--- config.mk ---
export PLATFORM = sky130hd
export DESIGN_NAME = cfuop_requant_flat
export DESIGN_NICKNAME = d
export VERILOG_FILES = /design/src/rtl/cfuop_requant_if.sv /design/src/rtl/cfuop_requant.sv /design/src/flat_wrapper.sv
export SDC_FILE = /design/constraint.sdc
export NUM_CORES = 2
export LEC_CHECK = 0
export BUFFER_PORTS_ARGS = -buffer_cell sky130_fd_sc_hd__buf_4
export CAP_MARGIN = 20
export CORE_MARGIN = 5
export CORE_UTILIZATION = 67
export DETAILED_ROUTE_END_ITERATION = 8
export PLACE_DENSITY = 0.84
export SLEW_MARGIN = 5
export SYNTH_ARGS = -nofsm -noshare
export SYNTH_HDL_FRONTEND = slang
export SYNTH_SLANG_ARGS = --single-unit
--- constraint.sdc ---
create_clock -name clk -period 18.5 [get_ports clk]
set_input_delay 1.85 -clock clk [delete_from_list [all_inputs] [get_ports clk]]
set_output_delay 1.85 -clock clk [all_outputs]
set_load 0.01 [all_outputs]
--- src/rtl/cfuop_requant_if.sv ---
`default_nettype none
// +------------------------------------------------------------------------+
// | cfuop_requant_if                                                       |
// | CFU command/response handshake bundle for the requantization unit.    |
// | Rev 1.0  initial release                                               |
// +------------------------------------------------------------------------+
interface cfuop_requant_if;
  logic        cmd_valid;
  logic        cmd_ready;
  logic [9:0]  cmd_payload_function_id;
  logic [31:0] cmd_payload_inputs_0;
  logic [31:0] cmd_payload_inputs_1;
  logic        rsp_valid;
  logic        rsp_ready;
  logic [31:0] rsp_payload_outputs_0;

  modport master (
    output cmd_valid, cmd_payload_function_id, cmd_payload_inputs_0,
           cmd_payload_inputs_1, rsp_ready,
    input  cmd_ready, rsp_valid, rsp_payload_outputs_0
  );

  modport slave (
    input  cmd_valid, cmd_payload_function_id, cmd_payload_inputs_0,
           cmd_payload_inputs_1, rsp_ready,
    output cmd_ready, rsp_valid, rsp_payload_outputs_0
  );
endinterface
`default_nettype wire

--- src/rtl/cfuop_requant.sv ---
`default_nettype none
// +------------------------------------------------------------------------+
// | cfuop_requant                                                          |
// | int32 accumulator -> quantized output (bias, TFLite multiplier/shift, |
// | output offset, activation clamp). Optional macro                      |
// | CFUOP_REQUANT_PACK_EN turns sub-op 3 into a byte-packing requant.     |
// | Rev 1.0  initial release                                               |
// +------------------------------------------------------------------------+
module cfuop_requant #(
  parameter int PIPE_STAGES = 3
) (
  input  logic           clk,
  input  logic           reset,
  cfuop_requant_if.slave bus
);
  // Last compute state code tracks the stage count; RESP follows it.
  localparam logic [2:0] ST_LAST = 3'(PIPE_STAGES);

  typedef enum logic [2:0] {
    IDLE = 3'd0,
    S1   = 3'd1,
    S2   = 3'd2,
    S3   = ST_LAST,
    RESP = ST_LAST + 3'd1
  } state_e;

  localparam logic [1:0] OP_SET_MULT = 2'd0;
  localparam logic [1:0] OP_SET_OUT  = 2'd1;
  localparam logic [1:0] OP_REQUANT  = 2'd2;

  state_e state_q, state_d;
  logic [1:0]  subop;
  logic        accept, compute_op;
  logic        cmd_ready, rsp_valid;

  logic signed [31:0] mult_q, off_q, min_q, max_q;
  logic        [7:0]  shift_q;
  logic signed [31:0] a_q, b_q, x_q, y_q;
  logic        [31:0] rsp_q;

  assign subop  = bus.cmd_payload_function_id[4:3];
  assign accept = bus.cmd_valid && (state_q == IDLE);

`ifdef CFUOP_REQUANT_PACK_EN
  assign compute_op = subop[1];
`else
  assign compute_op = (subop == OP_REQUANT);
`endif

  always_ff @(posedge clk) begin
    if (reset) state_q <= IDLE;
    else       state_q <= state_d;
  end

  always_comb begin
    state_d   = state_q;
    cmd_ready = 1'b0;
    rsp_valid = 1'b0;
    case (state_q)
      IDLE: begin
        cmd_ready = 1'b1;
        if (bus.cmd_valid) state_d = compute_op ? S1 : RESP;
      end
      S1:   state_d = S2;
      S2:   state_d = S3;
      S3:   state_d = RESP;
      RESP: begin
        rsp_valid = 1'b1;
        if (bus.rsp_ready) state_d = IDLE;
      end
      default: state_d = IDLE;
    endcase
  end

  // Stage 1: bias add and left shift
  logic [31:0] sum, x_d;
  logic [7:0]  neg_shift;
  logic [4:0]  left, right;
  assign sum       = a_q + b_q;
  assign neg_shift = 8'd0 - shift_q;
  assign left      = shift_q[7] ? 5'd0 : shift_q[4:0];
  assign right     = shift_q[7] ? neg_shift[4:0] : 5'd0;
  assign x_d       = sum << left;

  // Stage 2: saturating rounding doubling high multiply
  logic signed [63:0] ab, ab_nudged, ab_adj, quo;
  logic signed [31:0] y_d;
  assign ab        = $signed({{32{x_q[31]}}, x_q}) * $signed({{32{mult_q[31]}}, mult_q});
  assign ab_nudged = ab + (ab[63] ? 64'shFFFF_FFFF_C000_0001 : 64'sh0000_0000_4000_0000);
  // Bias negatives so the arithmetic shift truncates toward zero.
  assign ab_adj    = ab_nudged + (ab_nudged[63] ? 64'sh0000_0000_7FFF_FFFF : 64'sh0);
  assign quo       = ab_adj >>> 31;
  assign y_d       = (x_q == 32'sh8000_0000 && mult_q == 32'sh8000_0000)
                     ? 32'sh7FFF_FFFF : quo[31:0];

  // Stage 3: rounding divide by power of two, offset, clamp
  logic [31:0]        mask, rem, thr, shifted, rounded;
  logic signed [31:0] biased, lo_clamped, clamped;
  assign mask       = (32'd1 << right) - 32'd1;
  assign rem        = y_q & mask;
  assign thr        = (mask >> 1) + {31'd0, y_q[31]};
  assign shifted    = y_q >>> right;
  assign rounded    = shifted + {31'd0, (rem > thr)};
  assign biased     = rounded + off_q;
  assign lo_clamped = (biased < min_q) ? min_q : biased;
  assign clamped    = (lo_clamped > max_q) ? max_q : lo_clamped;

`ifdef CFUOP_REQUANT_PACK_EN
  logic [31:0] pack_q, pack_d;
  logic [1:0]  pack_cnt_q;
  logic        pack_op_q;
  always_comb begin
    pack_d = pack_q;
    pack_d[{pack_cnt_q, 3'b000} +: 8] = clamped[7:0];
  end
`endif

  always_ff @(posedge clk) begin
    if (reset) begin
      mult_q  <= '0;
      shift_q <= '0;
      off_q   <= '0;
      min_q   <= -32'sd128;
      max_q   <= 32'sd127;
      a_q     <= '0;
      b_q     <= '0;
      x_q     <= '0;
      y_q     <= '0;
      rsp_q   <= '0;
`ifdef CFUOP_REQUANT_PACK_EN
      pack_q     <= '0;
      pack_cnt_q <= '0;
      pack_op_q  <= 1'b0;
`endif
    end else begin
      if (accept) begin
        case (subop)
          OP_SET_MULT: begin
            mult_q  <= bus.cmd_payload_inputs_0;
            shift_q <= bus.cmd_payload_inputs_1[7:0];
            rsp_q   <= '0;
          end
          OP_SET_OUT: begin
            off_q <= bus.cmd_payload_inputs_0;
            min_q <= {{16{bus.cmd_payload_inputs_1[15]}}, bus.cmd_payload_inputs_1[15:0]};
            max_q <= {{16{bus.cmd_payload_inputs_1[31]}}, bus.cmd_payload_inputs_1[31:16]};
            rsp_q <= '0;
          end
          OP_REQUANT: begin
            a_q <= bus.cmd_payload_inputs_0;
            b_q <= bus.cmd_payload_inputs_1;
`ifdef CFUOP_REQUANT_PACK_EN
            pack_op_q <= 1'b0;
`endif
          end
          default: begin
`ifdef CFUOP_REQUANT_PACK_EN
            a_q       <= bus.cmd_payload_inputs_0;
            b_q       <= bus.cmd_payload_inputs_1;
            pack_op_q <= 1'b1;
            if (pack_cnt_q == 2'd0) pack_q <= '0;
`else
            rsp_q <= '0;
`endif
          end
        endcase
      end
      if (state_q == S1) x_q <= x_d;
      if (state_q == S2) y_q <= y_d;
      if (state_q == S3) begin
`ifdef CFUOP_REQUANT_PACK_EN
        if (pack_op_q) begin
          pack_q     <= pack_d;
          pack_cnt_q <= pack_cnt_q + 2'd1;
          rsp_q      <= pack_d;
        end else begin
          rsp_q <= clamped;
        end
`else
        rsp_q <= clamped;
`endif
      end
    end
  end

  assign bus.cmd_ready             = cmd_ready;
  assign bus.rsp_valid             = rsp_valid;
  assign bus.rsp_payload_outputs_0 = rsp_q;

  logic unused_bits;
  assign unused_bits = ^{bus.cmd_payload_function_id[9:5], bus.cmd_payload_function_id[2:0],
                         shift_q[6:5], neg_shift[7:5], quo[63:32]};
endmodule
`default_nettype wire

--- src/flat_wrapper.sv ---
// flat-port wrapper written by rule: the top's interface ports become plain ports
module cfuop_requant_flat 
#(
  parameter int PIPE_STAGES = 3
)
  (clk, reset, bus_cmd_valid, bus_cmd_payload_function_id, bus_cmd_payload_inputs_0, bus_cmd_payload_inputs_1, bus_rsp_ready, bus_cmd_ready, bus_rsp_valid, bus_rsp_payload_outputs_0);
  cfuop_requant_if bus_i ();
  input  logic clk;
  input  logic reset;
  input wire logic [$bits(bus_i.cmd_valid)-1:0] bus_cmd_valid;
  input wire logic [$bits(bus_i.cmd_payload_function_id)-1:0] bus_cmd_payload_function_id;
  input wire logic [$bits(bus_i.cmd_payload_inputs_0)-1:0] bus_cmd_payload_inputs_0;
  input wire logic [$bits(bus_i.cmd_payload_inputs_1)-1:0] bus_cmd_payload_inputs_1;
  input wire logic [$bits(bus_i.rsp_ready)-1:0] bus_rsp_ready;
  output wire logic [$bits(bus_i.cmd_ready)-1:0] bus_cmd_ready;
  output wire logic [$bits(bus_i.rsp_valid)-1:0] bus_rsp_valid;
  output wire logic [$bits(bus_i.rsp_payload_outputs_0)-1:0] bus_rsp_payload_outputs_0;
  assign bus_i.cmd_valid = bus_cmd_valid;
  assign bus_i.cmd_payload_function_id = bus_cmd_payload_function_id;
  assign bus_i.cmd_payload_inputs_0 = bus_cmd_payload_inputs_0;
  assign bus_i.cmd_payload_inputs_1 = bus_cmd_payload_inputs_1;
  assign bus_i.rsp_ready = bus_rsp_ready;
  assign bus_cmd_ready = bus_i.cmd_ready;
  assign bus_rsp_valid = bus_i.rsp_valid;
  assign bus_rsp_payload_outputs_0 = bus_i.rsp_payload_outputs_0;
  cfuop_requant #(.PIPE_STAGES(PIPE_STAGES)) u_core (.clk(clk), .reset(reset), .bus(bus_i));
endmodule
==> results.toml <==
[sta]
hold_violations = 0
fin_ws_ps = 1040
relSlewSlack = 0.212
fin_crit_sh = 0.944
finClkSkew_ps = 48.1
period_minus_slack_ps = 17460
setup_tns_ps = 0
setup_viol = 0
tightest_slew_ps = 1180
report.final.slew_viol_count = 0
rsz0062_at_grt = "no"
max_freq_mhz = 57.3
hold_slack_ps = 453

[worst_hold_path]
hold_path_end = "u_core.bus.rsp_payload_outputs_0[12]$_SDFFE_PP0P_"
hold_start = "u_core.bus.rsp_payload_outputs_0[12]$_SDFFE_PP0P_"
hold-path-cell-count = 2
hp-class = "reg -> reg"

[power]
p_leak_nw = 28.3
p_sw_frac = 0.390
peakVddDrop_mv = 0.0854
total_power_mw = 1.98
power.switching_mw = 0.771
p_int_mw = 1.21
combPwrFrac = 0.365
clock_power_share = 0.318
seqPwrFrac = 0.317
power.density_mw_per_mm2 = 32.1

[drt]
initialDrtViolationCount = 4609
wirelength_um = 163000
drc_errors = 0
vias = 48975
final_antenna_net_count = 0
via_per_inst = 6.00
wl_per_cell_um = 19.9
firstDrtPassIters = 8

[worst_setup_path]
crit_top_cell = "fa_1"
cpMaxStageDelayCell = "dfxtp_1"
r2r_start = "u_core.mult_q[12]$_SDFFE_PP0P_"
r2r_slack_ps = 1040
cp.arrival_ps = 17890
cpPeakStageDelay_ps = 800
worstRegToRegCells = 56
crit_type = "reg -> reg"
r2r_end = "u_core.y_q[31]$_SDFFE_PP0P_"
critPathLaunchType = "register"
endpoint_kind = "register"
cp_max_fo = 30
cp.required_ps = 18930

[clock_tree]
clk_path_buf_depth = 3
clock-root-buffer = "clkbuf_16"
post_cts_buffers = 0
postCtsHoldBufs = 0
clock_sinks = 265
numCtsBuffers = 30
cts_tree = "done"
clk_pin_slew_worst_paths_ps = 70
clock_latency_ps = 620
htreeDepth = 1
cts_resized = 0

[placed_design]
dpl.cell_count = 8113
gp_congestion = 0.998
hpwl_um = 131000
io_buffers = 103
dpl_cell_area_mm2 = 0.0605
place_ws_ps = 1080

[logic_synthesis]
async_reset_ff_frac = 0
synthCells = 7155
synth_area_per_cell_um2 = 8.25
synth-seq-cells = 265
synth-edff-count = 0
ys_top_cells_by_area = "fa_1 (37%), dfxtp_1 (9.0%), nand2_1 (8.7%), ha_1 (8.6%), inv_1 (7.8%)"
synth_nets = 8726
synth_top_area_frac = 0.368
synth.most_common_cell = "nand2_1"
synth_cell_types = 112
synth_area_leader_cell = "fa_1"
synth_common_cells = "nand2_1 (1367), inv_1 (1234), fa_1 (1085), a21oi_1 (450), ha_1 (408)"
ys.flop_type = "dfxtp_1"
ys_warn_count = 0
syn_area_mm2 = 0.0590
seq_area_frac_synth = 0.0899

[die]
die_area_mm2 = 0.0941
start_util = 0.677
die_width_um = 307
rows = 108
die_height_um = 307
coreArea_mm2 = 0.0872
io_pins = 112

[grt]
grt_pass1_wl_um = 267000
grt_overflow = 0
grt_usage = 0.349
grt_max_degree = 88
antenna_found_initial = 1
grt_pass1_vias = 51409

[status]
status = "finished, final reports clean"

[cells_and_area]
drive_gt1_frac = 0.0535
final_area_mm2 = 0.0616
num-nets-final = 8562
fillCellCount = 6673
post-route-util = 0.706
seqCellArea_mm2 = 0.00531
area_growth_pct = 4.29
multi_input_area_mm2 = 0.0475
final_cells = 8168

[flow_run]
drv_cap = 0
## per-layer routing
layer,track usage,vias up,wire (um)
met3,0.0670,607,15400
met2,0.568,2330,75000
met4,0.170,2,10100
li1,-,21986,-
met1,0.455,24050,62200
met5,0,-,13
## area by class of cell
| cell class | instances | area share |
|---|---|---|
| Timing Repair Buffer | 212 | 0.0261 |
| Clock buffer | 35 | 0.0130 |
| Clock inverter | 18 | 0.00366 |
| Tap cell | 1155 | 0.0235 |
| Inverter | 1234 | 0.0753 |
| Multi-Input combinational cell | 5248 | 0.772 |
| Antenna cell | 1 | 0.0000407 |
| Sequential cell | 265 | 0.0862 |
## state kept, by name (all words and copies together), names as in the netlist
register	cells
u_core.b_q	32
u_core.mult_q	32
u_core.state_q	3
u_core.min_q	16
u_core.y_q	32
u_core.shift_q	6
u_core.bus.rsp_payload_outputs_0	32
u_core.x_q	32
u_core.off_q	32
u_core.a_q	32
u_core.max_q	16
## power by group through the flow
stage,Sequential [mW],Clock [mW],Combinational (mW)
after floorplan,0.613,0,0.520
after global placement,0.635,0,0.685
after detailed placement,0.636,0,0.701
after CTS,0.624,0.630,0.709
after global routing,0.627,0.657,0.791
final,0.626,0.629,0.722
## critical path: cells and delay by family, from the launching register on
family / cells / cell delay, ps
adder cells (fa/ha/maj): 11 / 5020
buffers and inverters: 6 / 720
AO/OA/AOI/OAI: 19 / 5300
AND/OR/NAND/NOR: 18 / 4870
XOR/XNOR: 2 / 530
flip-flops: 1 / 800
## layout by cell type (no fill, tap or decap), types with 19 or more instances in the layout
cell type  instances
o21ai_0          210
clkbuf_16         30
a31oi_1           37
nor2b_1           52
xnor2_1          163
and2_1           274
nor3_1            52
a21o_1           100
o211ai_1          32
buf_4            210
o21a_1            28
nor4_1            25
fa_1            1085
dfxtp_1          265
nor2_1           224
nand4_1           44
o21bai_1          21
a21oi_1          450
mux2_2            19
ha_1             408
and3_1            25
mux2i_1          107
inv_1           1234
a211oi_1          25
nand2b_1          71
xor2_1            77
nand3_1           89
nand2_1         1366
## cell families after synthesis
group           after synthesis  share of synthesized area
compound gates             1068                      0.111
mux                         133                     0.0242
buf+inv                    1642                      0.106
xor+xnor                    242                     0.0360
other cells                   2                   0.000127
fa+ha+maj                  1493                      0.455
flops                       265                     0.0899
simple gates               2310                      0.178
## worst max path at each step
stage	startpoint	endpoint	slack (ps)	cells past startpoint
2_1_floorplan	u_core.mult_q[2]$_SDFFE_PP0P_	u_core.y_q[30]$_SDFFE_PP0P_	2910	61
3_3_place_gp	u_core.mult_q[11]$_SDFFE_PP0P_	u_core.y_q[31]$_SDFFE_PP0P_	1400	56
3_5_place_dp	u_core.mult_q[11]$_SDFFE_PP0P_	u_core.y_q[31]$_SDFFE_PP0P_	1080	56
4_1_cts	u_core.mult_q[11]$_SDFFE_PP0P_	u_core.y_q[31]$_SDFFE_PP0P_	970	56
5_1_grt	u_core.mult_q[11]$_SDFFE_PP0P_	u_core.y_q[27]$_SDFFE_PP0P_	240	57
6_report	u_core.mult_q[12]$_SDFFE_PP0P_	u_core.y_q[31]$_SDFFE_PP0P_	1040	56
Power figures use the tool's default switching activity.
